$ cat config.mk
export PLATFORM = sky130hd
export DESIGN_NAME = layer_argmax
export DESIGN_NICKNAME = d
export VERILOG_FILES = /design/src/rtl/layer_pkg.sv /design/src/rtl/layer_argmax.sv
export SDC_FILE = /design/constraint.sdc
export NUM_CORES = 1
export LEC_CHECK = 0
export CORE_MARGIN = 4
export CORE_UTILIZATION = 54
export CTS_CLUSTER_SIZE = 16
export DETAILED_ROUTE_END_ITERATION = 12
export PLACE_DENSITY = 0.84
export SYNTH_ARGS = -nofsm -noshare
export SYNTH_HDL_FRONTEND = slang
export SYNTH_SLANG_ARGS = --single-unit
$ cat constraint.sdc
create_clock -name clk -period 7.9 [get_ports clk]
set_input_delay 1.58 -clock clk [delete_from_list [all_inputs] [get_ports clk]]
set_output_delay 1.58 -clock clk [all_outputs]
set_load 0.02 [all_outputs]
$ cat src/rtl/layer_pkg.sv
// Shared types for the Layer classifier path.
package layer_pkg;

   typedef enum logic [1:0] {
      ST_IDLE,
      ST_SCAN,
      ST_DONE
   } argmax_state_e;

endpackage

$ cat src/rtl/layer_argmax.sv
// Sequential argmax over one packed vector of signed elements.
// One signed compare per cycle; valid/ready handshake on both sides.
//
// state   | meaning
// --------+-----------------------------------------------------------
// ST_IDLE | no vector held, in_ready=1
// ST_SCAN | walking elements 1..N-1 of the captured vector
// ST_DONE | result presented on out_*; may hand off to a new vector
module layer_argmax
   import layer_pkg::*;
#(
   parameter  int N          = 4,
   parameter  int DATA_WIDTH = 8,
   localparam int IDX_WIDTH  = (N > 1) ? $clog2(N) : 1
) (
   input  logic                    clk,
   input  logic                    rst_n,
   input  logic                    in_valid,
   output logic                    in_ready,
   input  logic [N*DATA_WIDTH-1:0] in_vec,
   output logic                    out_valid,
   input  logic                    out_ready,
   output logic [IDX_WIDTH-1:0]    out_idx,
   output logic [DATA_WIDTH-1:0]   out_max,
   output logic                    out_tie
);

   argmax_state_e state, state_nxt;

   logic signed [DATA_WIDTH-1:0] in_elems [N];
   logic signed [DATA_WIDTH-1:0] vec_q    [N];
   logic signed [DATA_WIDTH-1:0] best_val;
   logic signed [DATA_WIDTH-1:0] cur_elem;
   logic [IDX_WIDTH-1:0]         best_idx;
   logic [IDX_WIDTH-1:0]         scan_idx;
   logic                         tie_q;
   logic                         accept;
   logic                         last_elem;

   always_comb begin
      for (int j = 0; j < N; j++) begin
         in_elems[j] = in_vec[j*DATA_WIDTH +: DATA_WIDTH];
      end
   end

   assign in_ready  = (state == ST_IDLE) || ((state == ST_DONE) && out_ready);
   assign accept    = in_valid && in_ready;
   assign cur_elem  = vec_q[scan_idx];
   assign last_elem = (scan_idx == IDX_WIDTH'(N - 1));

   assign out_valid = (state == ST_DONE);
   assign out_idx   = best_idx;
   assign out_max   = best_val;
   assign out_tie   = tie_q;

   always_ff @(posedge clk or negedge rst_n) begin
      if (!rst_n) begin
         state <= ST_IDLE;
      end else begin
         state <= state_nxt;
      end
   end

   always_comb begin
      state_nxt = state;
      case (state)
         ST_IDLE: begin
            if (in_valid) begin
               state_nxt = (N == 1) ? ST_DONE : ST_SCAN;
            end
         end
         ST_SCAN: begin
            if (last_elem) begin
               state_nxt = ST_DONE;
            end
         end
         ST_DONE: begin
            if (out_ready) begin
               if (in_valid) begin
                  state_nxt = (N == 1) ? ST_DONE : ST_SCAN;
               end else begin
                  state_nxt = ST_IDLE;
               end
            end
         end
         default: state_nxt = ST_IDLE;
      endcase
   end

   // Lowest index wins on equality; tie only clears when a strictly larger value appears.
   always_ff @(posedge clk or negedge rst_n) begin
      if (!rst_n) begin
         for (int j = 0; j < N; j++) begin
            vec_q[j] <= '0;
         end
         best_val <= '0;
         best_idx <= '0;
         tie_q    <= 1'b0;
         scan_idx <= '0;
      end else if (accept) begin
         for (int j = 0; j < N; j++) begin
            vec_q[j] <= in_elems[j];
         end
         best_val <= in_elems[0];
         best_idx <= '0;
         tie_q    <= 1'b0;
         scan_idx <= IDX_WIDTH'(1);
      end else if (state == ST_SCAN) begin
         if (cur_elem > best_val) begin
            best_val <= cur_elem;
            best_idx <= scan_idx;
            tie_q    <= 1'b0;
         end else if (cur_elem == best_val) begin
            tie_q    <= 1'b1;
         end
         scan_idx <= scan_idx + IDX_WIDTH'(1);
      end
   end

endmodule

# Word-level counts from Yosys, hierarchy flattened
# Cells that the tools add are included.
word_totals:
  ff_bits: 47
  in_bits: 36
  output_inout_bits: 13
  wordCells: 50
classes:
  n_addsub: 1
  order_cmp: 2
  n_eq_ne: 7
  mux: 20
  bitwise: 1
  reduce_logical: 10
ops:
  columns: ["operator", "n"]
  rows:
  - ["8-bit two-way mux", 5]
  - ["8-bit binary-select mux with 2-bit select", 1]
  - ["2-bit two-way mux", 8]
  - ["8-bit == test", 1]
  - ["8-bit greater-than comparator", 1]
  - ["2-bit one-hot mux with 3 select lines", 1]
  - ["1-bit two-way mux", 5]
  - ["2-bit == test, second input constant", 2]
  - ["2-bit != test, second input constant", 2]
  - ["2-bit AND reduction", 2]
  - ["2-bit nonzero test", 2]
  - ["3-bit greater-or-equal comparator, second input constant", 1]
  - ["2-bit NOT with 3-bit output", 1]
  - ["3-bit AND reduction", 1]
  - ["3-bit nonzero test", 1]
  - ["2-bit by 1-bit adder with 2-bit output, second input constant", 1]
  - ["2-bit by 1-bit == test with 1-bit output, second input constant", 1]
  - ["1-bit logical AND", 2]
  - ["2-bit logical NOT", 1]
  - ["2-bit by 1-bit != test with 1-bit output, second input constant", 1]
  - ["1-bit logical OR", 1]

# Longest topological paths before layout
depth:
  word_depth: 9
  mapped_depth: 9
  mapped_depth_nobuf: 8

# Least setup slack after synthesis
# OpenSTA, ideal clock, no wires.
synth_path:
  kind: "input -> output"
  from: "in out_ready"
  to: "out in_ready"
  arrival_ns: 1.897
  required_time_ns: 6.320
  path_slack_ns: 4.423
  cell_stages: 2
  n_path_buf: 0
  path_cell_list: "nand2b_1 and2b_4"
synth_via:
  elab_chain_cells: 2
synth_rtl:
  columns: ["element", "line_no", "rtl"]
  rows:
  - ["start: declaration", "layer_argmax.sv:22", "input logic out_ready,"]
  - ["1-bit logical AND", "layer_argmax.sv:46", "assign in_ready = (state == ST_IDLE) || ((state == ST_DONE) && out_ready);"]
  - ["1-bit logical OR", "layer_argmax.sv:46", null]
  - ["end: declaration", "layer_argmax.sv:19", "output logic in_ready,"]
# No other way between the ends.

# Worst setup path after layout
# Ends and elaborated chain as after synthesis.

==> flow_metrics.env <==
export IMPL_final_core_util_pct=71.2
export IMPL_p_leak_uw=0.00137
export IMPL_firstDrtPassIters=4
export IMPL_clock_path_buffers=2
export IMPL_dp_hpwl_um=3470
export IMPL_syn_to_final_growth_pct=24.8
export IMPL_yosys_top_cells_area="dfrtp_1, nand2_1, mux4_2"
export IMPL_fmax_ghz=0.224
export IMPL_root_buffer="clkbuf_8"
export IMPL_hold_violations=0
export IMPL_place_area_um2=2820
export IMPL_fin_ws_ps=3430
export IMPL_final_setup_tns_ps=0
export IMPL_hp_class="flop to flop"
export IMPL_netlist_area_um2=2330
export IMPL_wl_per_cell_um=14.9
export IMPL_r2r_start="scan_idx[0]"
export IMPL_multi_input_area_um2=1060
export IMPL_gp_congestion=0.902
export IMPL_dp_slack_ps=3430
export IMPL_syn_nets=280
export IMPL_end_kind="primary output"
export IMPL_synth_most_common_cell="nand2_1"
export IMPL_clock_latency_ps=300
export IMPL_synthFlopType="dfrtp_1"
export IMPL_dp_cells=323
export IMPL_first_iter_violations=120
export IMPL_hold_end="vec_q[6]"
export IMPL_antenna_cells=0
export IMPL_rows=23
export IMPL_ir_drop_uv=199
export IMPL_cts_repair_resized=0
export IMPL_worst_pin_slew_ps=1070
export IMPL_status="complete, no violations"
export IMPL_max_cap_violations=0
export IMPL_clock_skew_ps=7.02
export IMPL_p_switching_uw=568
export IMPL_yosys_warnings=0
export IMPL_power_frac_comb_pct=55.2
export IMPL_grt_pass1_vias=1890
export IMPL_worst_r2r_endpoint="out_idx[0]"
export IMPL_dieArea_um2=5430
export IMPL_htreeDepth=2
export IMPL_ys_ff_latch=47
export IMPL_holdPathStages=2
export IMPL_fillers=316
export IMPL_grt_pass1_wl_um=8460
export IMPL_drc=0
export IMPL_rsz0062_at_grt="no"
export IMPL_synth_edff_count=0
export IMPL_slew_headroom_pct=28.5
export IMPL_dieHeight_um=73.7
export IMPL_antenna_found_initial=0
export IMPL_drt_wl_total_um=4920
export IMPL_start_util_pct=57.0
export IMPL_final_cell_area_um2=2910
export IMPL_required_ps=6320
export IMPL_grt_max_degree=48
export IMPL_syn_inst=235
export IMPL_fin_cells=331
export IMPL_synth_largest_area_cell="dfrtp_1"
export IMPL_syn_avg_cell_area_um2=9.92
export IMPL_ys_types=36
export IMPL_synth_commonest_cells="nand2_1, dfrtp_1, inv_1, o21ai_1, ha_1"
export IMPL_numCtsBuffers=5
export IMPL_rr_worst_depth=7
export IMPL_post_route_min_period_ps=4470
export IMPL_overflow=0
export IMPL_cts_hold_buf=0
export IMPL_io_buffers=48
export IMPL_finalCritPeriodShare_pct=56.6
export IMPL_internal_power_uw=742
export IMPL_via_count=1818
export IMPL_io_pins=49
export IMPL_rrSetupSlack_ps=4800
export IMPL_crit_fanout=3
export IMPL_synth_top_area_share_pct=50.5
export IMPL_synthArstFlopShare_pct=100
export IMPL_core_area_um2=4090
export IMPL_pwr_share_seq_pct=33.9
export IMPL_cts_tree="yes"
export IMPL_vias_per_cell=5.49
export IMPL_cts_sinks=47
export IMPL_power_density_nw_per_um2=450
export IMPL_min_from="vec_q[6]"
export IMPL_grt_total_usage_pct=20.4
export IMPL_die_x_um=73.7
export IMPL_crit_type="input pin to primary output"
export IMPL_ant_nets=0
export IMPL_layout_drive_gt1_share_pct=9.96
export IMPL_maxSlewViolCount=0
export IMPL_register_area_um2=1180
export IMPL_yosysSeqAreaShare_pct=50.5
export IMPL_clk_pin_slew_ps=80
export IMPL_finalNetCount=325
export IMPL_swShare_pct=43.4
export IMPL_crit_arrival_ps=2890
export IMPL_setup_violations=0
export IMPL_power_clock_fraction_pct=10.9
export IMPL_start_kind="input pin"
export IMPL_cts_setup_buffers=0
[how the worst max path moves through the flow]
stage,endpoint,from,cells past startpoint,slack (ps)
2_1_floorplan,in_ready,out_ready,2,4420
3_3_place_gp,in_ready,out_ready,4,3440
3_5_place_dp,in_ready,out_ready,4,3430
4_1_cts,in_ready,out_ready,4,3430
5_1_grt,in_ready,out_ready,4,3370
6_report,in_ready,out_ready,4,3430
[worst max-delay path, stage by stage]
cell and delay, ps:
clkdlybuf4s50_1 440, nand2b_1 110, and2b_4 160, clkdlybuf4s50_1 600
[cell families (layout without fill, tap and decap cells)]
logic type / count (synthesis) / count (layout) / synth area share [%]
mux: 9 / 9 / 8.16
xor+xnor: 1 / 1 / 0.376
buf+inv: 21 / 67 / 4.03
fa+ha+maj: 9 / 9 / 4.83
simple gates: 118 / 118 / 21.5
flops: 47 / 47 / 50.5
compound gates: 30 / 30 / 10.7
[power groups by stage]
stage | clock [uW] | sequential, uW | combinational (uW)
global placement | 0 | 442 | 685
CTS | 147 | 444 | 727
finish | 143 | 444 | 723
global route | 153 | 459 | 808
floorplan | 0 | 435 | 536
detailed placement | 0 | 449 | 717
[stage by stage]
stage          hold slack, ps  total power [uW]
2_1_floorplan             440               972
3_3_place_gp              453              1130
3_5_place_dp              459              1170
4_1_cts                   481              1320
5_1_grt                   503              1420
6_report                  479              1310
[area by class of cell]
cell class	instances	area share, %
tap	50	2.15
clock buffer	5	2.37
clock inverter	3	0.688
timing repair buffer	49	16.6
inverter	10	1.29
sequential	47	40.4
multi-input combinational	167	36.5
[layer usage]
| layer | global-route usage (%) | part of all wire [%] |
|---|---|---|
| met5 | 0 | 0 |
| met1 | 24.7 | 42 |
| met4 | 8.65 | 1.8 |
| met3 | 3.56 | 4.4 |
| met2 | 35.6 | 52 |
[placed cells by master (no fill, tap or decap), drive strengths merged]
| master | netlist | layout |
|---|---|---|
| nand2 | 101 | 101 |
| clkdlybuf4s50 | 0 | 47 |
| dfrtp | 47 | 47 |
| o21ai | 13 | 13 |
| inv | 10 | 10 |
| ha | 9 | 9 |
| mux4 | 8 | 8 |
| o311ai | 7 | 7 |
| clkbuf | 5 | 5 |
| a21oi | 4 | 4 |
| nand3 | 3 | 3 |
| nor2 | 3 | 3 |
| nand4 | 3 | 3 |
| clkinvlp | 0 | 2 |
| and2b | 2 | 2 |
| nor2b | 2 | 2 |
| buf | 6 | 2 |
| nand2b | 1 | 1 |
| and2 | 1 | 1 |
| a21o | 1 | 1 |
| a311o | 1 | 1 |
| o211ai | 1 | 1 |
| and4 | 1 | 1 |
| a2111o | 1 | 1 |
| a311oi | 1 | 1 |
| a2111oi | 1 | 1 |
| mux2i | 1 | 1 |
| nor3 | 1 | 1 |
| xnor2 | 1 | 1 |
| clkinv | 0 | 1 |
[sequential cells by signal, summed over array words and instances, names as in the netlist]
signal,flops
out_idx,2
scan_idx,2
out_tie,1
out_max,8
vec_q,32
state,2
(Power assumes the default switching activity.)
